$ cat config.mk
export PLATFORM = sky130hd
export DESIGN_NAME = riscv_seq_alu
export DESIGN_NICKNAME = d
export VERILOG_FILES = /design/src/rtl/riscv_alu_pkg.sv /design/src/rtl/riscv_iter_muldiv.sv /design/src/rtl/riscv_seq_alu.sv
export SDC_FILE = /design/constraint.sdc
export NUM_CORES = 1
export LEC_CHECK = 0
export ABC_AREA = 1
export BUFFER_PORTS_ARGS = -buffer_cell sky130_fd_sc_hd__buf_2
export CORE_MARGIN = 3
export CORE_UTILIZATION = 38
export DETAILED_ROUTE_END_ITERATION = 16
export GPL_TIMING_DRIVEN = 0
export HOLD_SLACK_MARGIN = 0.15
export PLACE_DENSITY = 0.51
export SYNTH_ARGS = -nofsm -noshare
export SYNTH_HDL_FRONTEND = slang
export SYNTH_HIERARCHICAL = 1
export SYNTH_SLANG_ARGS = --single-unit
$ cat constraint.sdc
create_clock -name clock -period 7.9 [get_ports clock]
set_input_delay 1.185 -clock clock [delete_from_list [all_inputs] [get_ports clock]]
set_output_delay 1.185 -clock clock [all_outputs]
set_load 0.01 [all_outputs]
$ cat src/rtl/riscv_alu_pkg.sv
// Shared definitions for the sequential RISC-V ALU: operation codes,
// FSM state encoding and helpers that classify operation codes.
package riscv_alu_pkg;

   localparam logic [3:0] ALU_AND   = 4'd0;
   localparam logic [3:0] ALU_OR    = 4'd1;
   localparam logic [3:0] ALU_ADD   = 4'd2;
   localparam logic [3:0] ALU_SLL   = 4'd3;
   localparam logic [3:0] ALU_SRL   = 4'd4;
   localparam logic [3:0] ALU_SRA   = 4'd5;
   localparam logic [3:0] ALU_SUB   = 4'd6;
   localparam logic [3:0] ALU_SLT   = 4'd7;
   localparam logic [3:0] ALU_SLTU  = 4'd8;
   localparam logic [3:0] ALU_MUL   = 4'd9;
   localparam logic [3:0] ALU_MULHU = 4'd10;
   localparam logic [3:0] ALU_DIVU  = 4'd11;
   localparam logic [3:0] ALU_XOR   = 4'd12;
   localparam logic [3:0] ALU_REMU  = 4'd13;

   // Operation select for the iterative unit: bit 1 = divide, bit 0 = upper half
   localparam logic [1:0] MD_MUL   = 2'd0;
   localparam logic [1:0] MD_MULHU = 2'd1;
   localparam logic [1:0] MD_DIVU  = 2'd2;
   localparam logic [1:0] MD_REMU  = 2'd3;

   typedef enum logic {
      ST_IDLE = 1'b0,
      ST_ITER = 1'b1
   } state_t;

   // True for the codes handled by the multi-cycle multiply/divide unit
   function automatic logic is_iterative(input logic [3:0] ctl);
      return (ctl == ALU_MUL) || (ctl == ALU_MULHU) ||
             (ctl == ALU_DIVU) || (ctl == ALU_REMU);
   endfunction

   // Maps an iterative ALU code onto the multiply/divide unit's op select
   function automatic logic [1:0] md_op(input logic [3:0] ctl);
      logic [1:0] op;
      case (ctl)
         ALU_MULHU: op = MD_MULHU;
         ALU_DIVU:  op = MD_DIVU;
         ALU_REMU:  op = MD_REMU;
         default:   op = MD_MUL;
      endcase
      return op;
   endfunction

endpackage

$ cat src/rtl/riscv_iter_muldiv.sv
// Iterative unsigned multiply/divide. One step per cycle over a shared
// 2*WIDTH accumulator: shift-add (LSB first) for multiply, restoring
// division for divide. The upper half ends as product-high/remainder,
// the lower half as product-low/quotient. done pulses combinationally
// during the last step and res carries that step's outcome.
module riscv_iter_muldiv
   import riscv_alu_pkg::*;
#(
   parameter int WIDTH = 32
) (
   input  logic             clock,
   input  logic             reset,
   input  logic             start,
   input  logic [1:0]       op,
   input  logic [WIDTH-1:0] a,
   input  logic [WIDTH-1:0] b,
   output logic             done,
   output logic [WIDTH-1:0] res
);

   localparam int CW = $clog2(WIDTH);

   logic               active_q, active_d;
   logic [CW-1:0]      cnt_q, cnt_d;
   logic [1:0]         op_q, op_d;
   logic [2*WIDTH-1:0] acc_q, acc_d;
   logic [WIDTH-1:0]   opb_q, opb_d;

   logic [WIDTH:0]     mul_sum;
   logic [2*WIDTH-1:0] mul_next;
   logic [WIDTH:0]     div_rem;
   logic [WIDTH:0]     div_diff;
   logic               div_ge;
   logic [2*WIDTH-1:0] div_next;
   logic [2*WIDTH-1:0] step_next;

   // One multiply step and one division step, selected by the captured op
   always_comb begin
      mul_sum   = {1'b0, acc_q[2*WIDTH-1:WIDTH]} + (acc_q[0] ? {1'b0, opb_q} : '0);
      mul_next  = {mul_sum, acc_q[WIDTH-1:1]};
      div_rem   = {acc_q[2*WIDTH-1:WIDTH], acc_q[WIDTH-1]};
      div_diff  = div_rem - {1'b0, opb_q};
      div_ge    = (div_rem >= {1'b0, opb_q});
      div_next  = {(div_ge ? div_diff[WIDTH-1:0] : div_rem[WIDTH-1:0]),
                   acc_q[WIDTH-2:0], div_ge};
      step_next = op_q[1] ? div_next : mul_next;
      done      = active_q && (cnt_q == '0);
      res       = op_q[0] ? step_next[2*WIDTH-1:WIDTH] : step_next[WIDTH-1:0];
   end

   // Next-state: load on start, step while active, stop after the last step
   always_comb begin
      active_d = active_q;
      cnt_d    = cnt_q;
      op_d     = op_q;
      acc_d    = acc_q;
      opb_d    = opb_q;
      if (start && !active_q) begin
         active_d = 1'b1;
         cnt_d    = CW'(WIDTH - 1);
         op_d     = op;
         acc_d    = {{WIDTH{1'b0}}, a};
         opb_d    = b;
      end else if (active_q) begin
         acc_d = step_next;
         if (cnt_q == '0) begin
            active_d = 1'b0;
         end else begin
            cnt_d = cnt_q - CW'(1);
         end
      end
   end

   // Datapath and counter registers; reset aborts any operation in flight
   always_ff @(posedge clock or posedge reset) begin
      if (reset) begin
         active_q <= 1'b0;
         cnt_q    <= '0;
         op_q     <= MD_MUL;
         acc_q    <= '0;
         opb_q    <= '0;
      end else begin
         active_q <= active_d;
         cnt_q    <= cnt_d;
         op_q     <= op_d;
         acc_q    <= acc_d;
         opb_q    <= opb_d;
      end
   end

endmodule

$ cat src/rtl/riscv_seq_alu.sv
// Sequential RISC-V ALU. Simple ops complete on the accept edge; multiply
// and divide run in riscv_iter_muldiv while the FSM sits in ITER.
// Handshake: an op is accepted on a rising edge where in_valid && in_ready;
// in_ready is high only in IDLE with reset low. out_valid pulses for one
// cycle each time result is updated and has no back-pressure.
module riscv_seq_alu
   import riscv_alu_pkg::*;
#(
   parameter int WIDTH = 32
) (
   input  logic             clock,
   input  logic             reset,
   input  logic             in_valid,
   output logic             in_ready,
   input  logic [3:0]       alu_ctl,
   input  logic [WIDTH-1:0] a,
   input  logic [WIDTH-1:0] b,
   output logic             out_valid,
   output logic [WIDTH-1:0] result,
   output logic             zero,
   output logic             busy
);

   localparam int SHW = $clog2(WIDTH);

   state_t           state_q, state_d;
   logic [WIDTH-1:0] result_q, result_d;
   logic             out_valid_q, out_valid_d;

   logic             accept;
   logic             md_start;
   logic             md_done;
   logic [WIDTH-1:0] md_res;
   logic [WIDTH-1:0] simple_res;
   logic [SHW-1:0]   shamt;

   assign in_ready  = (state_q == ST_IDLE) && !reset;
   assign accept    = in_valid && in_ready;
   assign md_start  = accept && is_iterative(alu_ctl);
   assign shamt     = b[SHW-1:0];
   assign out_valid = out_valid_q;
   assign result    = result_q;
   assign zero      = (result_q == '0);
   assign busy      = (state_q == ST_ITER);

   riscv_iter_muldiv #(.WIDTH(WIDTH)) u_muldiv (
      .clock (clock),
      .reset (reset),
      .start (md_start),
      .op    (md_op(alu_ctl)),
      .a     (a),
      .b     (b),
      .done  (md_done),
      .res   (md_res)
   );

   // Single-cycle operations; undefined codes produce zero
   always_comb begin
      simple_res = '0;
      case (alu_ctl)
         ALU_AND:  simple_res = a & b;
         ALU_OR:   simple_res = a | b;
         ALU_XOR:  simple_res = a ^ b;
         ALU_ADD:  simple_res = a + b;
         ALU_SUB:  simple_res = a - b;
         ALU_SLT:  simple_res = {{(WIDTH-1){1'b0}}, ($signed(a) < $signed(b))};
         ALU_SLTU: simple_res = {{(WIDTH-1){1'b0}}, (a < b)};
         ALU_SLL:  simple_res = a << shamt;
         ALU_SRL:  simple_res = a >> shamt;
         ALU_SRA:  simple_res = WIDTH'($signed(a) >>> shamt);
         default:  simple_res = '0;
      endcase
   end

   // FSM next state, result load and out_valid pulse generation
   always_comb begin
      state_d     = state_q;
      result_d    = result_q;
      out_valid_d = 1'b0;
      case (state_q)
         ST_IDLE: begin
            if (accept) begin
               if (is_iterative(alu_ctl)) begin
                  state_d = ST_ITER;
               end else begin
                  result_d    = simple_res;
                  out_valid_d = 1'b1;
               end
            end
         end
         ST_ITER: begin
            if (md_done) begin
               state_d     = ST_IDLE;
               result_d    = md_res;
               out_valid_d = 1'b1;
            end
         end
         default: state_d = ST_IDLE;
      endcase
   end

   // State, result and valid registers
   always_ff @(posedge clock or posedge reset) begin
      if (reset) begin
         state_q     <= ST_IDLE;
         result_q    <= '0;
         out_valid_q <= 1'b0;
      end else begin
         state_q     <= state_d;
         result_q    <= result_d;
         out_valid_q <= out_valid_d;
      end
   end

endmodule

# Word-level counts from Yosys, hierarchy flattened
# Index checks and enable logic that the tools add are counted.
# op_classes
addsub	5
magnitude_cmp	3
eq_ne	17
shift	3
muxes	26
bitwise_logic	4
reduce_logical	16
# ops
operator	count
$pmux 32 s10	1
$mux 32	6
$mux 64	3
$lt 32x32->1	2
$pmux 32 s2	1
$sub 32x32->32	2
$add 32x32->33	1
$ge 33x32->1	1
$add 32x32->32	1
$and 32x32->32	1
$logic_not 32->1	1
$or 32x32->32	1
$shl 32x5->32	1
$shr 32x5->32	1
$sshr 32x5->32	1
$xor 32x32->32	1
$eq 4x4->1 const B	6
$eq 4x3->1 const B	4
$mux 5	3
$mux 1	9
$eq 4x2->1 const B	2
$pmux 2 s3	1
$logic_and 1x1->1	5
$logic_not 5->1	1
12 further kinds	18
# word_totals
reg_bits	138
inputBits	71
output_inout_bits	36
elab_cells	82

# Logic depth before layout (Yosys ltp)
# depth
depth_word	8
mapped_depth	23
mapped_depth_nobuf	21

# Hierarchy
# The synthesis kept the hierarchy.
# by_module_without_submodules
mod	instances	cells_each	area_per_inst_um2	seq_area_each_um2
riscv_seq_alu	1	2273	11542.3	850.8
riscv_iter_muldiv	1	1767	10556.4	2602.5

# Worst setup path before layout
# Ideal clock, no wire load.
# synth_timing
path_type	input -> register
from	input port b[4]
to	register result_q[0], in the netlist result[0]
setup_time_ns	0.122
t_arrival_ns	3.212
required_ns	7.778
path_slack_ns	4.566
cell_stages	19
path_buffers	3
path_cell_list	clkbuf_1 -> inv_2 -> clkbuf_1 -> ha_1 -> clkbuf_1 -> nor2_1 -> nand2_1 -> inv_1 -> nand2_1 -> nand2_1 -> nand2_1 -> nand3_1 -> nand2_1 -> nand2_1 -> nor2_1 -> nor2_1 -> nand2_1 -> nand2_1 -> a21oi_1
# synth_via
elab_chain_len	5
elab_cells_between_ends	9
classes_between	order compare (2); shift (3); mux (4)
# synth_lines
element	line	text
from (decl)	riscv_seq_alu.sv:17	input logic [WIDTH-1:0] b,
$lt 32x32->1, or another cell as far along	riscv_seq_alu.sv:67	ALU_SLTU: simple_res = {{(WIDTH-1){1'b0}}, (a < b)};
$pmux 32 s10 (*)	riscv_seq_alu.sv:60	case (alu_ctl)
$mux 32 (*)	riscv_seq_alu.sv:83	if (is_iterative(alu_ctl)) begin
$mux 32 (*)	riscv_seq_alu.sv:82	if (accept) begin
$pmux 32 s2 (*)	riscv_seq_alu.sv:80	case (state_q)
to (signal assigned)	riscv_seq_alu.sv:110	result_q <= result_d;
to (decl)	riscv_seq_alu.sv:27	logic [WIDTH-1:0] result_q, result_d;
# Mark *: on every way between the ends. The rest lies on a longest branch, timed or not. The select of a mux whose other input is x is not followed.
# A chain may end at the register's enable or synchronous reset.

# Worst setup path in the final report
# layout_timing
from	register u_muldiv.acc_q[0]
to	register result_q[27], in the netlist result[27]
# layout_via
elab_chain_len	6
# layout_lines
element	line	text
from (decl)	riscv_iter_muldiv.sv:26	logic [2*WIDTH-1:0] acc_q, acc_d;
from (signal assigned)	riscv_iter_muldiv.sv:80	acc_q <= '0;
from (signal assigned)	riscv_iter_muldiv.sv:86	acc_q <= acc_d;
$mux 32	riscv_iter_muldiv.sv:39	mul_sum = {1'b0, acc_q[2*WIDTH-1:WIDTH]} + (acc_q[0] ? {1'b0, opb_q} : '0);
$add 32x32->33	riscv_iter_muldiv.sv:39	
$mux 64	riscv_iter_muldiv.sv:46	step_next = op_q[1] ? div_next : mul_next;
$mux 32	riscv_iter_muldiv.sv:48	res = op_q[0] ? step_next[2*WIDTH-1:WIDTH] : step_next[WIDTH-1:0];
net md_res[27]	riscv_seq_alu.sv:33	logic [WIDTH-1:0] md_res;
$mux 32	riscv_seq_alu.sv:92	if (md_done) begin
$pmux 32 s2	riscv_seq_alu.sv:80	
# The timed path passes the listed nets, and every way through them passes these cells. The select of a mux whose other input is x is not followed.

==> flow_results.org <==
** Power
- Total power divided by cell area :: 250.0 nW/um^2
- LEAKAGE :: 13.62 nW
- The worst-case IR drop observed on VDD is 0.1569 mV.
- Power consumption :: 6.056 mW

** Global routing
- Maximum number of pins on one net before global-route repair :: 59
- All-Layer GR Usage :: 0.4023
- Total global routing overflow :: 0
- Wire length of the first global-routing pass :: 178000 um
- Number of antenna violations at the first check in global routing :: 4
- The via count of the first global-routing pass is 26190.

** Hold path
- Along the worst hold path, the cell count comes to 1.
- Worst Min Path Start :: u_muldiv/cnt_q[0]$_DFFE_PP0P_
- Kind of path behind the tightest hold check :: reg2reg
- Min-Delay Endpoint :: u_muldiv/cnt_q[0]$_DFFE_PP0P_

** Floorplan
- The floorplan step set the die width to 247.2 um.
- Initial core utilization :: 0.3882
- The die covers 61080 um^2.
- During I/O placement, the number of pins put on the boundary was 107.
- The initialized floorplan defines 87 standard-cell rows.
- In this run the vertical extent of the chip is 247.2 um.
- Core area :: 56930 um^2

** STA
- Counting I/O delays and the setup requirement, the final critical path takes 5.134 ns.
- Worst rel slew slack :: 0.2880
- Hold violation count in the final report :: 0
- Derived from the worst setup path, the maximum achievable clock frequency is 0.1948 GHz.
- Count of final max-slew check failures :: 0
- Final worst path period share :: 0.6498
- Between clock sinks in the finished design, the worst skew comes to 0.01191 ns.
- At the pin with the least slew margin, the transition time is 1.068 ns.
- After routing, the total negative slack on setup checks comes to 0 ns.
- Setup violations remaining at the end of the flow were counted as 0.
- Post-route setup slack :: 2.766 ns
- Setup repair after global routing left no endpoint under its margin.

** Setup path
- In this design, the stage delay of the slowest critical-path cell is 0.63 ns.
- In this run the critical register-to-register path is captured at result[27]$_DFFE_PP0P_.
- Depth of the worst register-to-register path :: 22
- Cell with the most instances on the worst path :: sky130_fd_sc_hd__nand2_1
- Worst-path cell chain :: clkbuf_1, clkbuf_1, nand2_1, inv_1, ha_1, inv_1, fa_1, inv_1, nand2_1, o21ai_0, nand2_1, nand2_1, nand2_1, nand2_1, nand2_1, nand3_1, nand3_1, nand2_1, nand2_1, nand2_1, a21oi_1, a21oi_1
- Endpoint kind of the worst setup timing path :: flop
- R2r startpoint :: u_muldiv/acc_q[0]$_DFFE_PP0P_
- On the critical path, the stage with the largest delay is an instance of sky130_fd_sc_hd__clkbuf_1.
- Arrival time at the worst endpoint :: 5.51 ns
- Register-to-register setup slack :: 2.77 ns
- Type of element launching the critical path :: flop
- Data on the critical path is required at its endpoint by 8.27 ns.
- Of all nets on the critical path, the largest fanout is 10.
- The worst setup path is of the reg2reg kind.

** Logic synthesis
- Fraction of the mapped netlist area in compound gates :: 0.1212
- In the synthesized netlist, the number of instances is 4040.
- Share of synthesized cell area in full adder, half adder and majority cells :: 0.09761
- Of the post-synthesis cell area, the part taken by muxes is 0.0004529.
- Netlist cell types :: 47
- Of the synthesized area, sequential elements account for 0.1563.
- Yosys synthesis warning count :: 6
- Total nets after synthesis :: 4281
- Share of Yosys cell area claimed by the top area cell type :: 0.2427
- In this run, synthesis produced a sequential element count of 138.
- Post-Syn Area per Cell :: 5.470 um^2
- The synthesized design spends more area on one cell type than any other, namely sky130_fd_sc_hd__nand2_1.
- In this run the cell area of the synthesized design comes to 22100 um^2.
- Top cells by area, synth :: sky130_fd_sc_hd__nand2_1, sky130_fd_sc_hd__dfrtp_1, sky130_fd_sc_hd__nand3_1
- Of the total synthesized cell area, the portion taken by AND, OR, NAND and NOR gates is 0.4835.
- Combinational family with the most area after synthesis :: simple AND/OR/NAND/NOR gates
- Post-synthesis xor/xnor area fraction :: 0.009908

** Cells and area
- Proportion of layout cells with a drive suffix above 1 :: 0.06774
- Leaving out fill and tap cells, the most frequent cell in the layout is sky130_fd_sc_hd__nand2_1.
- The top cell types in the final layout, fill and taps aside, are sky130_fd_sc_hd__nand2_1, sky130_fd_sc_hd__nand3_1, sky130_fd_sc_hd__inv_1, sky130_fd_sc_hd__nor2_1, sky130_fd_sc_hd__a21oi_1.
- For this run, the number of standard cells in the final layout without fillers is 4934.
- Counting the fill cells in the layout gives 6671.
- At the end of the flow, the number of nets in the layout was 4407.
- Final cell utilization of the core :: 0.4256
- Number of inserted diodes :: 0
- From synthesis to final layout, the design area changed by 9.642%.

** Route
- In this run the remaining antenna-violating nets after routing total 0.
- After detailed routing, the number of vias per cell comes to 5.636.
- Via Count :: 27810
- The final layout contains routed wiring with a total length of 124600 um.
- After detailed routing, the number of remaining DRC violations is 0.
- Before antenna repair, the detailed router went through 7 iterations.
- The detailed router finished its first iteration with 3125 violations.
- Dividing the detail-routed wire length by the instance count gives 25.25 um.

** Placement
- Detailed placement ended at an HPWL of 104300 um.
- Buffers on Ports :: 106
- Worst setup slack before clock tree synthesis :: 3.043 ns
- The congestion estimate from routability-driven global placement came to 1.084.
- Counting tap cells, the placed design contains a total of 4903 instances.

** CTS
- Clock latency at the later pin of the worst-skew pair :: 0.45 ns
- The cell sitting at the root of the clock tree is a sky130_fd_sc_hd__clkbuf_16.
- CTS Buffer Depth :: 2
- CTS-repair resized insts :: 0
- CTS Buf Count :: 17
- Buffers added to address setup during post-CTS repair amount to 0.
- Number of sinks on the clock net :: 138
- CTS tree :: done
- In this run the number of H-tree levels came out at 4.
- After clock tree synthesis, the clock-pin slew on the worst setup and hold paths is 0.06 ns.
- CTS hold repair buffers :: 0

** Status
- The run finished with clean final reports.

** Run
- Max-cap check violation count :: 0
## stage by stage
stage / hold slack [ns] / cell area, um^2
floorplan: 0.4617 / 22100
detailed placement: 0.4892 / 23610
global route: 0.5178 / 24230
CTS: 0.5011 / 24230
global placement: 0.4853 / 23580
finish: 0.5039 / 24230
## synthesized netlist by cell type (all sizes together)
cell,count
o31ai,2
a21boi,3
and2,11
o211a,1
clkbuf,81
ha,166
nor3,36
a31oi,3
or2,11
a211oi,3
clkinv,1
a21o,1
xor2,15
a21oi,204
nor4,14
o2111ai,2
fa,4
buf,82
nor2,291
nand4,56
xnor2,10
dfrtp,138
inv,577
o21ai,155
nand3b,21
and3,5
mux2i,1
o211ai,40
nand3,601
o221ai,8
o22ai,27
a22oi,1
nand2,1442
o21bai,27
## metal layers
layer  vias up  track usage  routed length [um]  part of all wire
met5         -            0                  62           0.00050
met4        10       0.2484                9117             0.073
met3       333      0.07580               10450             0.084
met2      1335       0.6543               55520              0.45
met1     12870       0.4904               49410              0.40
li1      13260            -                   -                 -
## sequential cells by signal, summed over array words and instances (netlist names)
signal and count:
u_muldiv/active_q 1, busy 1, u_muldiv/acc_q 64, out_valid 1, u_muldiv/cnt_q 5, u_muldiv/opb_q 32
u_muldiv/op_q 2, result 32
## kinds of logic after synthesis
family / count (synthesis)
flops: 138
compound gates: 477
fa+ha+maj: 170
simple gates: 2488
mux: 1
buf+inv: 741
xor+xnor: 25
## how the worst max path moves through the flow
stage / start / endpoint / slack, ns / cells past startpoint
3_3_place_gp: reset / u_muldiv/opb_q[28]$_DFFE_PP0P_ / 2.32 / 2
5_1_grt: u_muldiv/acc_q[0]$_DFFE_PP0P_ / result[27]$_DFFE_PP0P_ / 2.54 / 22
6_report: u_muldiv/acc_q[0]$_DFFE_PP0P_ / result[27]$_DFFE_PP0P_ / 2.77 / 22
2_1_floorplan: reset / u_muldiv/acc_q[0]$_DFFE_PP0P_ / 3.98 / 1
3_5_place_dp: u_muldiv/acc_q[0]$_DFFE_PP0P_ / result[27]$_DFFE_PP0P_ / 3.04 / 22
4_1_cts: u_muldiv/acc_q[0]$_DFFE_PP0P_ / result[27]$_DFFE_PP0P_ / 3.03 / 22
## area by class of cell
type | instances | area, um^2 | area share
clock inverter | 11 | 167.7 | 0.006920
tap | 756 | 945.9 | 0.03904
timing repair buffer | 107 | 558.0 | 0.02303
clock buffer | 20 | 456.7 | 0.01885
inverter | 578 | 2172 | 0.08965
multi-input combinational | 3161 | 15750 | 0.6500
buffer | 163 | 725.7 | 0.02995
sequential | 138 | 3453 | 0.1425
## power breakdown
part           switching [mW]  leakage (nW)  internal, mW  total, mW
combinational            2.80          11.7          1.20       4.00
sequential              0.246          1.65         0.927       1.17
clock                   0.339         0.303         0.544      0.882
total                    3.39          13.6          2.67       6.06
## critical path, delay by kind of cell (launching register included)
kind,cells,cell delay (ns)
AOI/OAI and AO/OA,3,0.70
adders and majority gates,2,0.74
buffers and inverters,5,1.45
DFF,1,0.32
and+or+nand+nor,12,1.84
(Power assumes the default switching activity.)
